**config.mk**
```make
export PLATFORM = sky130hd
export DESIGN_NAME = frame_scanner
export DESIGN_NICKNAME = d
export VERILOG_FILES = /design/src/rtl/frame_scanner.sv
export SDC_FILE = /design/constraint.sdc
export NUM_CORES = 1
export LEC_CHECK = 0
export CORE_MARGIN = 2
export CORE_UTILIZATION = 70
export CTS_BUF_LIST = sky130_fd_sc_hd__clkbuf_8
export CTS_CLUSTER_SIZE = 40
export DETAILED_ROUTE_END_ITERATION = 8
export DONT_BUFFER_PORTS = 1
export PLACE_DENSITY = 0.87
export SKIP_LAST_GASP = 1
export SLEW_MARGIN = 15
export SYNTH_ARGS = -nofsm -noshare
export SYNTH_HDL_FRONTEND = slang
export SYNTH_SLANG_ARGS = --single-unit
```
**constraint.sdc**
```tcl
create_clock -name clock -period 6.1 [get_ports clock]
set_clock_uncertainty 0.2 [all_clocks]
set_input_delay 0.915 -clock clock [delete_from_list [all_inputs] [get_ports clock]]
set_output_delay 0.915 -clock clock [all_outputs]
set_load 0.02 [all_outputs]
```
**src/rtl/frame_scanner.sv**
```systemverilog
// frame_scanner: reads the frame RAM in raster order and drives the VGA plot interface, one frame per start
// Build option: define FRAME_SCANNER_TRANSPARENT_EN to suppress plots of pixels whose colour equals KEY_COLOR.
module frame_scanner #(
    parameter int            WIDTH     = 160,
    parameter int            HEIGHT    = 120,
    parameter int            cbit      = 11,
    parameter int            RD_LAT    = 1,
    parameter logic [cbit:0] KEY_COLOR = '0
) (
    input  logic          clock,
    input  logic          resetn,
    input  logic          enable,
    input  logic          start,
    output logic          busy,
    output logic          done,
    output logic [14:0]   addr,
    output logic          wren,
    input  logic [cbit:0] q,
    output logic [7:0]    VGA_X,
    output logic [6:0]    VGA_Y,
    output logic [cbit:0] VGA_COLOR,
    output logic          plot
);
    typedef enum logic [1:0] {IDLE, SCAN, DRAIN, DONE} state_t;

    localparam logic [7:0] XMAX = 8'(WIDTH - 1);
    localparam logic [6:0] YMAX = 7'(HEIGHT - 1);
    localparam logic [1:0] DMAX = 2'(RD_LAT - 1);

    state_t        r_state, w_next;
    logic          w_issue, w_last, w_show;
    logic          r_arm;
    logic [1:0]    r_dcnt;
    logic [7:0]    r_x;
    logic [6:0]    r_y;
    logic [14:0]   r_addr;
    logic          r_pv [RD_LAT];
    logic [7:0]    r_px [RD_LAT];
    logic [6:0]    r_py [RD_LAT];
    logic [7:0]    r_vx;
    logic [6:0]    r_vy;
    logic [cbit:0] r_vc;
    logic          r_plot;

`ifdef FRAME_SCANNER_TRANSPARENT_EN
    assign w_show = q != KEY_COLOR;
`else
    logic w_unused_key;
    assign w_unused_key = ^KEY_COLOR;
    assign w_show = 1'b1;
`endif

    assign busy      = r_state == SCAN || r_state == DRAIN;
    assign done      = r_state == DONE;
    assign wren      = 1'b0;
    assign addr      = r_addr;
    assign VGA_X     = r_vx;
    assign VGA_Y     = r_vy;
    assign VGA_COLOR = r_vc;
    assign plot      = r_plot;

    // State register
    always_ff @(posedge clock or negedge resetn) begin
        if (!resetn) r_state <= IDLE;
        else         r_state <= w_next;
    end

    // Next state; a read issues in every enabled SCAN cycle, DRAIN lasts RD_LAT cycles
    always_comb begin
        w_issue = r_state == SCAN && enable;
        w_last  = w_issue && r_x == XMAX && r_y == YMAX;
        w_next  = r_state == IDLE  ? (start && r_arm ? SCAN : IDLE) :
                  r_state == SCAN  ? (w_last ? DRAIN : SCAN) :
                  r_state == DRAIN ? (r_dcnt == DMAX ? DONE : DRAIN) : IDLE;
    end

    // Raster counters and incremental address; r_arm blocks a start coincident with reset release
    always_ff @(posedge clock or negedge resetn) begin
        if (!resetn) begin
            r_arm  <= 1'b0;
            r_dcnt <= 2'd0;
            r_x    <= 8'd0;
            r_y    <= 7'd0;
            r_addr <= 15'd0;
        end else begin
            r_arm  <= 1'b1;
            r_dcnt <= r_state == DRAIN ? r_dcnt + 2'd1 : 2'd0;
            if (r_state == IDLE) begin
                r_x    <= 8'd0;
                r_y    <= 7'd0;
                r_addr <= 15'd0;
            end else if (w_issue) begin
                r_x    <= r_x == XMAX ? 8'd0 : r_x + 8'd1;
                r_y    <= r_x == XMAX ? r_y + 7'd1 : r_y;
                r_addr <= r_addr + 15'd1;
            end
        end
    end

    // Coordinates travel alongside each read so they meet the RAM data when it returns
    always_ff @(posedge clock or negedge resetn) begin
        if (!resetn) begin
            for (int i = 0; i < RD_LAT; i++) begin
                r_pv[i] <= 1'b0;
                r_px[i] <= 8'd0;
                r_py[i] <= 7'd0;
            end
        end else begin
            r_pv[0] <= w_issue;
            r_px[0] <= r_x;
            r_py[0] <= r_y;
            for (int i = 1; i < RD_LAT; i++) begin
                r_pv[i] <= r_pv[i-1];
                r_px[i] <= r_px[i-1];
                r_py[i] <= r_py[i-1];
            end
        end
    end

    // Retiring read updates the VGA outputs and strobes plot
    always_ff @(posedge clock or negedge resetn) begin
        if (!resetn) begin
            r_vx   <= 8'd0;
            r_vy   <= 7'd0;
            r_vc   <= '0;
            r_plot <= 1'b0;
        end else begin
            r_plot <= r_pv[RD_LAT-1] && w_show;
            if (r_pv[RD_LAT-1]) begin
                r_vx <= r_px[RD_LAT-1];
                r_vy <= r_py[RD_LAT-1];
                r_vc <= q;
            end
        end
    end
endmodule

```
======== Word level (Yosys, flattened, before mapping) ========
Cells that the tools add are included.
word-level totals
  output and inout port bits .............. 46
  bits in registers ....................... 79
  bits of input ports ..................... 16
cells by class
  add/subtract/negate cells ............... 4
  eq/ne operators ......................... 5
  reduce and logical (&&, ||, !) cells .... 10
  muxes and demuxes ....................... 15
operator list
  cell                                                                   count
  15-bit 2-to-1 mux                                                      2
  8-bit 2-to-1 mux                                                       3
  7-bit 2-to-1 mux                                                       3
  15-bit by 1-bit adder with 15-bit output, second input constant        1
  2-bit 2-to-1 mux                                                       5
  8-bit by 1-bit adder with 8-bit output, second input constant          1
  8-bit equality test, second input constant                             1
  7-bit by 1-bit adder with 7-bit output, second input constant          1
  7-bit equality test, second input constant                             1
  2-bit equality test, second input constant                             2
  1-bit logical AND                                                      4
  2-bit zero test                                                        2
  2-bit nonzero test                                                     2
  2-bit by 1-bit adder with 2-bit output, second input constant          1
  2-bit by 1-bit equality test with 1-bit output, second input constant  1
  1-bit 2-to-1 mux                                                       2
  2-bit AND reduction                                                    1
  1-bit logical OR                                                       1

======== Logic depth before layout (Yosys ltp) ========
  word-level depth ........................ 7
  gate-level depth with buffers ........... 8
  mapped depth without buffers ............ 7

======== Worst setup path before layout ========
OpenSTA, ideal clock, no wires.
  path type ............................... input to register
  from .................................... input enable
  to ...................................... register r_addr[13] (netlist: addr[13])
  arrival time ............................ 1.786 ns
  slack ................................... 4.037 ns
  cell stages on the path ................. 5
  buffers on the path ..................... 0
  path through ............................ nand2_4 inv_2 nand2_2 or4_1 a21oi_1
on the way
  cells in the longest elaborated chain, start to end .. 2
RTL lines
  item                                 line  source
  start, declared                      12    input logic enable,
  1-bit logical AND                    70    w_issue = r_state == SCAN && enable;
  2-bit nonzero test (no source line)  -
  end signal, assigned                 95    r_addr <= r_addr + 15'd1;
  end, declared                        36    logic [14:0] r_addr;
Every way passes these cells.
A chain may end at the register's enable or synchronous reset.

==> metrics.txt <==
# TYPE chip_impl_metric gauge
chip_impl_metric{name="post_cts.resized_instances",unit=""} 0
chip_impl_metric{name="grt_util_all_layers",unit=""} 0.225
chip_impl_metric{name="die-height",unit="um"} 72.4
chip_impl_info{name="synth.top_cells.by_count",value="sky130_fd_sc_hd__dfrtp_1, sky130_fd_sc_hd__mux2_2, sky130_fd_sc_hd__nor2_1"} 1
chip_impl_metric{name="port-buffer-count",unit=""} 0
chip_impl_metric{name="post_cts_buffers",unit=""} 0
chip_impl_metric{name="first_iter_violations",unit=""} 179
chip_impl_metric{name="postLayoutCellArea",unit="um^2"} 3470
chip_impl_metric{name="power_leakage",unit="nW"} 1.54
chip_impl_metric{name="clock_insertion_delay_worst_skew",unit="ns"} 0.33
chip_impl_info{name="timing.critical_path.slowest_stage_cell",value="sky130_fd_sc_hd__or4_1"} 1
chip_impl_metric{name="diodes",unit=""} 0
chip_impl_info{name="post_synth_main_area_contributors",value="sky130_fd_sc_hd__dfrtp_1, sky130_fd_sc_hd__mux2_2, sky130_fd_sc_hd__xnor2_1"} 1
chip_impl_metric{name="dieArea",unit="um^2"} 5250
chip_impl_info{name="timing.rr.end",value="addr[11]"} 1
chip_impl_info{name="worstSetupStartpointType",value="flop"} 1
chip_impl_info{name="rsz0062_at_grt",value="false"} 1
chip_impl_metric{name="reg2reg_setup_slack",unit="ns"} 3.76
chip_impl_metric{name="grt_first_pass_wirelength",unit="mm"} 8.74
chip_impl_metric{name="syn-mean-instance-area",unit="um^2"} 12.9
chip_impl_metric{name="pre_cts_slack",unit="ns"} 3.44
chip_impl_metric{name="nNetsFinal",unit=""} 280
chip_impl_metric{name="total_standard_cell_area_after_synthesis",unit="um^2"} 3280
chip_impl_metric{name="power.share.switching",unit=""} 0.245
chip_impl_metric{name="cp_data_arrival_time",unit="ns"} 2.40
chip_impl_info{name="timing.hold.worst.class",value="in2async"} 1
chip_impl_metric{name="cts_hold_buffers",unit=""} 0
chip_impl_metric{name="fmaxAchievable",unit="MHz"} 427
chip_impl_info{name="synthDominantAreaCellType",value="sky130_fd_sc_hd__dfrtp_1"} 1
chip_impl_metric{name="synth.distinct_cells",unit=""} 44
chip_impl_metric{name="clockPowerShare",unit=""} 0.360
chip_impl_metric{name="post_drt_wl_per_cell",unit="um"} 17.3
chip_impl_metric{name="synthesis.instances",unit=""} 255
chip_impl_metric{name="multi_input_comb_area",unit="um^2"} 1200
chip_impl_metric{name="ys_seq_area_frac",unit=""} 0.603
chip_impl_metric{name="grt.overflow.total",unit=""} 0
chip_impl_metric{name="power-per-cell-area",unit="nW/um^2"} 290
chip_impl_metric{name="worst_ep_required_time",unit="ns"} 6.16
chip_impl_metric{name="placed_cell_area",unit="um^2"} 3270
chip_impl_metric{name="synth-edff-count",unit=""} 0
chip_impl_info{name="ys_dominant_reg_cell",value="sky130_fd_sc_hd__dfrtp_1"} 1
chip_impl_info{name="cp-end-kind",value="flop"} 1
chip_impl_info{name="critical_path.cell_chain",value="inv_1 -> ha_1 -> nand2_4 -> inv_2 -> nand2_2 -> or4_1 -> a21oi_1"} 1
chip_impl_info{name="root_buffer",value="sky130_fd_sc_hd__clkbuf_8"} 1
chip_impl_metric{name="fraction_of_final_layout_cells_sized_beyond_drive_strength_1",unit=""} 0.211
chip_impl_metric{name="timing.reg2reg.worst_path_depth",unit=""} 7
chip_impl_metric{name="totalWireLength",unit="mm"} 5.42
chip_impl_metric{name="final.period_utilization",unit=""} 0.384
chip_impl_metric{name="synth_seq_cells",unit=""} 79
chip_impl_metric{name="hpwl",unit="mm"} 3.53
chip_impl_metric{name="critical_path_peak_fanout",unit=""} 12
chip_impl_metric{name="syn-num-nets",unit=""} 279
chip_impl_metric{name="place_congestion",unit=""} 0.796
chip_impl_metric{name="dp.cells",unit=""} 297
chip_impl_metric{name="io_pins",unit=""} 62
chip_impl_metric{name="drt-vias-per-instance",unit=""} 6.10
chip_impl_metric{name="drt.antenna.violating_nets",unit=""} 0
chip_impl_metric{name="vdd_ir_drop_max",unit="V"} 0.000170
chip_impl_metric{name="antenna_violations_before_repair",unit=""} 0
chip_impl_info{name="run_status",value="finished, final reports clean"} 1
chip_impl_metric{name="layout.filler_cells",unit=""} 291
chip_impl_metric{name="initial_utilization",unit=""} 0.738
chip_impl_metric{name="utilization",unit=""} 0.780
chip_impl_metric{name="number_of_standard_cells_in_the_final_layout_excluding_fillers",unit=""} 313
chip_impl_metric{name="tightestPinTransition",unit="ns"} 1.09
chip_impl_metric{name="synth-async-reset-ratio",unit=""} 1.00
chip_impl_metric{name="cts_bufs_inserted",unit=""} 9
chip_impl_metric{name="slew_headroom",unit=""} 0.274
chip_impl_metric{name="internal_power_summed_over_all_cells",unit="W"} 0.000759
chip_impl_metric{name="report.final.slew_viol_count",unit=""} 0
chip_impl_metric{name="synth_top_area_share",unit=""} 0.603
chip_impl_metric{name="maxCapViolCount",unit=""} 0
chip_impl_metric{name="psw",unit="W"} 0.000246
chip_impl_info{name="tritoncts",value="built"} 1
chip_impl_metric{name="post-route-worst-setup-slack",unit="ns"} 3.76
chip_impl_metric{name="finalSetupViolations",unit=""} 0
chip_impl_metric{name="grt_pass1_vias",unit=""} 1964
chip_impl_metric{name="period_needed",unit="ns"} 2.34
chip_impl_metric{name="placement_rows",unit=""} 24
chip_impl_metric{name="clkTransAtPathRegs",unit="ns"} 0.08
chip_impl_metric{name="yosysWarningCount",unit=""} 0
chip_impl_metric{name="power_frac_seq",unit=""} 0.595
chip_impl_metric{name="fin_tns_setup",unit="ns"} 0
chip_impl_metric{name="critPathMaxStageDelay",unit="ns"} 0.52
chip_impl_metric{name="route.vias.total",unit=""} 1909
chip_impl_metric{name="cts.sink_count",unit=""} 79
chip_impl_metric{name="combPwrFrac",unit=""} 0.045
chip_impl_metric{name="total_core_area",unit="um^2"} 4440
chip_impl_metric{name="seq_area",unit="um^2"} 1980
chip_impl_metric{name="hold_vio_cnt_final",unit=""} 0
chip_impl_metric{name="die_w",unit="um"} 72.4
chip_impl_metric{name="max-clock-path-buffers",unit=""} 2
chip_impl_info{name="worstSetupPathType",value="reg2reg"} 1
chip_impl_info{name="post-synth-top-count-cell",value="sky130_fd_sc_hd__dfrtp_1"} 1
chip_impl_metric{name="route.detailed.drc",unit=""} 0
chip_impl_metric{name="area_delta_synth_final",unit="%"} 5.73
chip_impl_metric{name="drt_pass1_iterations",unit=""} 4
chip_impl_metric{name="htree_num_levels",unit=""} 3
chip_impl_metric{name="pin_count_of_the_biggest_net_entering_global_routing",unit=""} 80
==> cells by family after synthesis <==
logic type	count (synthesis)	synth area share
and+or+nand+nor	76	0.140
buffers and inverters	20	0.0324
other	2	0.00229
xor gates and xnor gates	20	0.0534
DFF	79	0.603
AOI/OAI and AO/OA	21	0.0393
adders and majority gates	8	0.0305
muxes	29	0.0992
==> how the worst max path moves through the flow <==
stage	end	cells past startpoint	startpoint
floorplan	addr[13]	5	enable
global route	addr[13]	7	flop
finish	addr[11]	7	flop
global placement	r_x[7]	6	r_state[0]
CTS	r_x[7]	6	flop
detailed placement	r_x[7]	6	r_state[0]
==> through the flow <==
stage	hold slack, ns	total power, W
5_1_grt	0.0370	0.00105
2_1_floorplan	0.152	0.000646
6_report	0.0675	0.00100
3_3_place_gp	0.202	0.000649
4_1_cts	0.0502	0.00101
3_5_place_dp	0.208	0.000654
==> metal layers <==
layer,vias up,track usage,share of wire
met5,-,0,0
li1,892,-,-
met1,940,0.280,0.44
met3,6,0.0806,0.059
met4,0,0.119,0.014
met2,71,0.349,0.49
==> critical path: cells and delay by family (launching register included) <==
kind                     cells  cell delay, ns
AO/OA/AOI/OAI                1            0.16
adder cells (fa/ha/maj)      1            0.34
buffers and inverters        2            0.33
flip-flops                   1            0.40
AND/OR/NAND/NOR              3            0.84
==> cell type report <==
| cell class | count | share of cell area |
|---|---|---|
| Tap cell | 52 | 0.0188 |
| Multi-Input combinational cell | 156 | 0.345 |
| Clock inverter | 7 | 0.0188 |
| Inverter | 10 | 0.0108 |
| Sequential cell | 79 | 0.570 |
| Clock buffer | 9 | 0.0357 |
==> layout by cell type (no fill, tap or decap), types with 2 or more instances in the layout <==
cell type                  instances
sky130_fd_sc_hd__nand4_1           9
sky130_fd_sc_hd__xnor2_1          14
sky130_fd_sc_hd__ha_1              7
sky130_fd_sc_hd__nor4_1            3
sky130_fd_sc_hd__conb_1            2
sky130_fd_sc_hd__or4_1             2
sky130_fd_sc_hd__nor3_1            6
sky130_fd_sc_hd__xor2_1            6
sky130_fd_sc_hd__mux2_2           27
sky130_fd_sc_hd__dfrtp_1          79
sky130_fd_sc_hd__nand3_1           7
sky130_fd_sc_hd__clkbuf_8          9
sky130_fd_sc_hd__or3_1             2
sky130_fd_sc_hd__nand2_1           9
sky130_fd_sc_hd__nor4_2            5
sky130_fd_sc_hd__clkinv_2          3
sky130_fd_sc_hd__nor2b_1           2
sky130_fd_sc_hd__a21oi_1          10
sky130_fd_sc_hd__o31ai_1           3
sky130_fd_sc_hd__nor2_1           21
sky130_fd_sc_hd__o21ai_0           3
sky130_fd_sc_hd__inv_1            10
==> state kept, by name, summed over array words and instances (netlist names), named ones only <==
signal and cells:
plot 1, r_arm 1, r_dcnt 2, r_state 1
VGA_COLOR 12, VGA_X 8, addr 15, r_y 7
r_pv 1, r_py 7, r_px 8, r_x 8
VGA_Y 7
==> power groups by stage <==
stage / clock network, W / registers, W / logic [W]
after floorplan: 0 / 0.000601 / 0.0000452
after detailed placement: 0 / 0.000609 / 0.0000449
after global routing: 0.000395 / 0.000602 / 0.0000487
final: 0.000362 / 0.000598 / 0.0000452
after CTS: 0.000369 / 0.000598 / 0.0000453
after global placement: 0 / 0.000607 / 0.0000422
(Power assumes the default switching activity.)
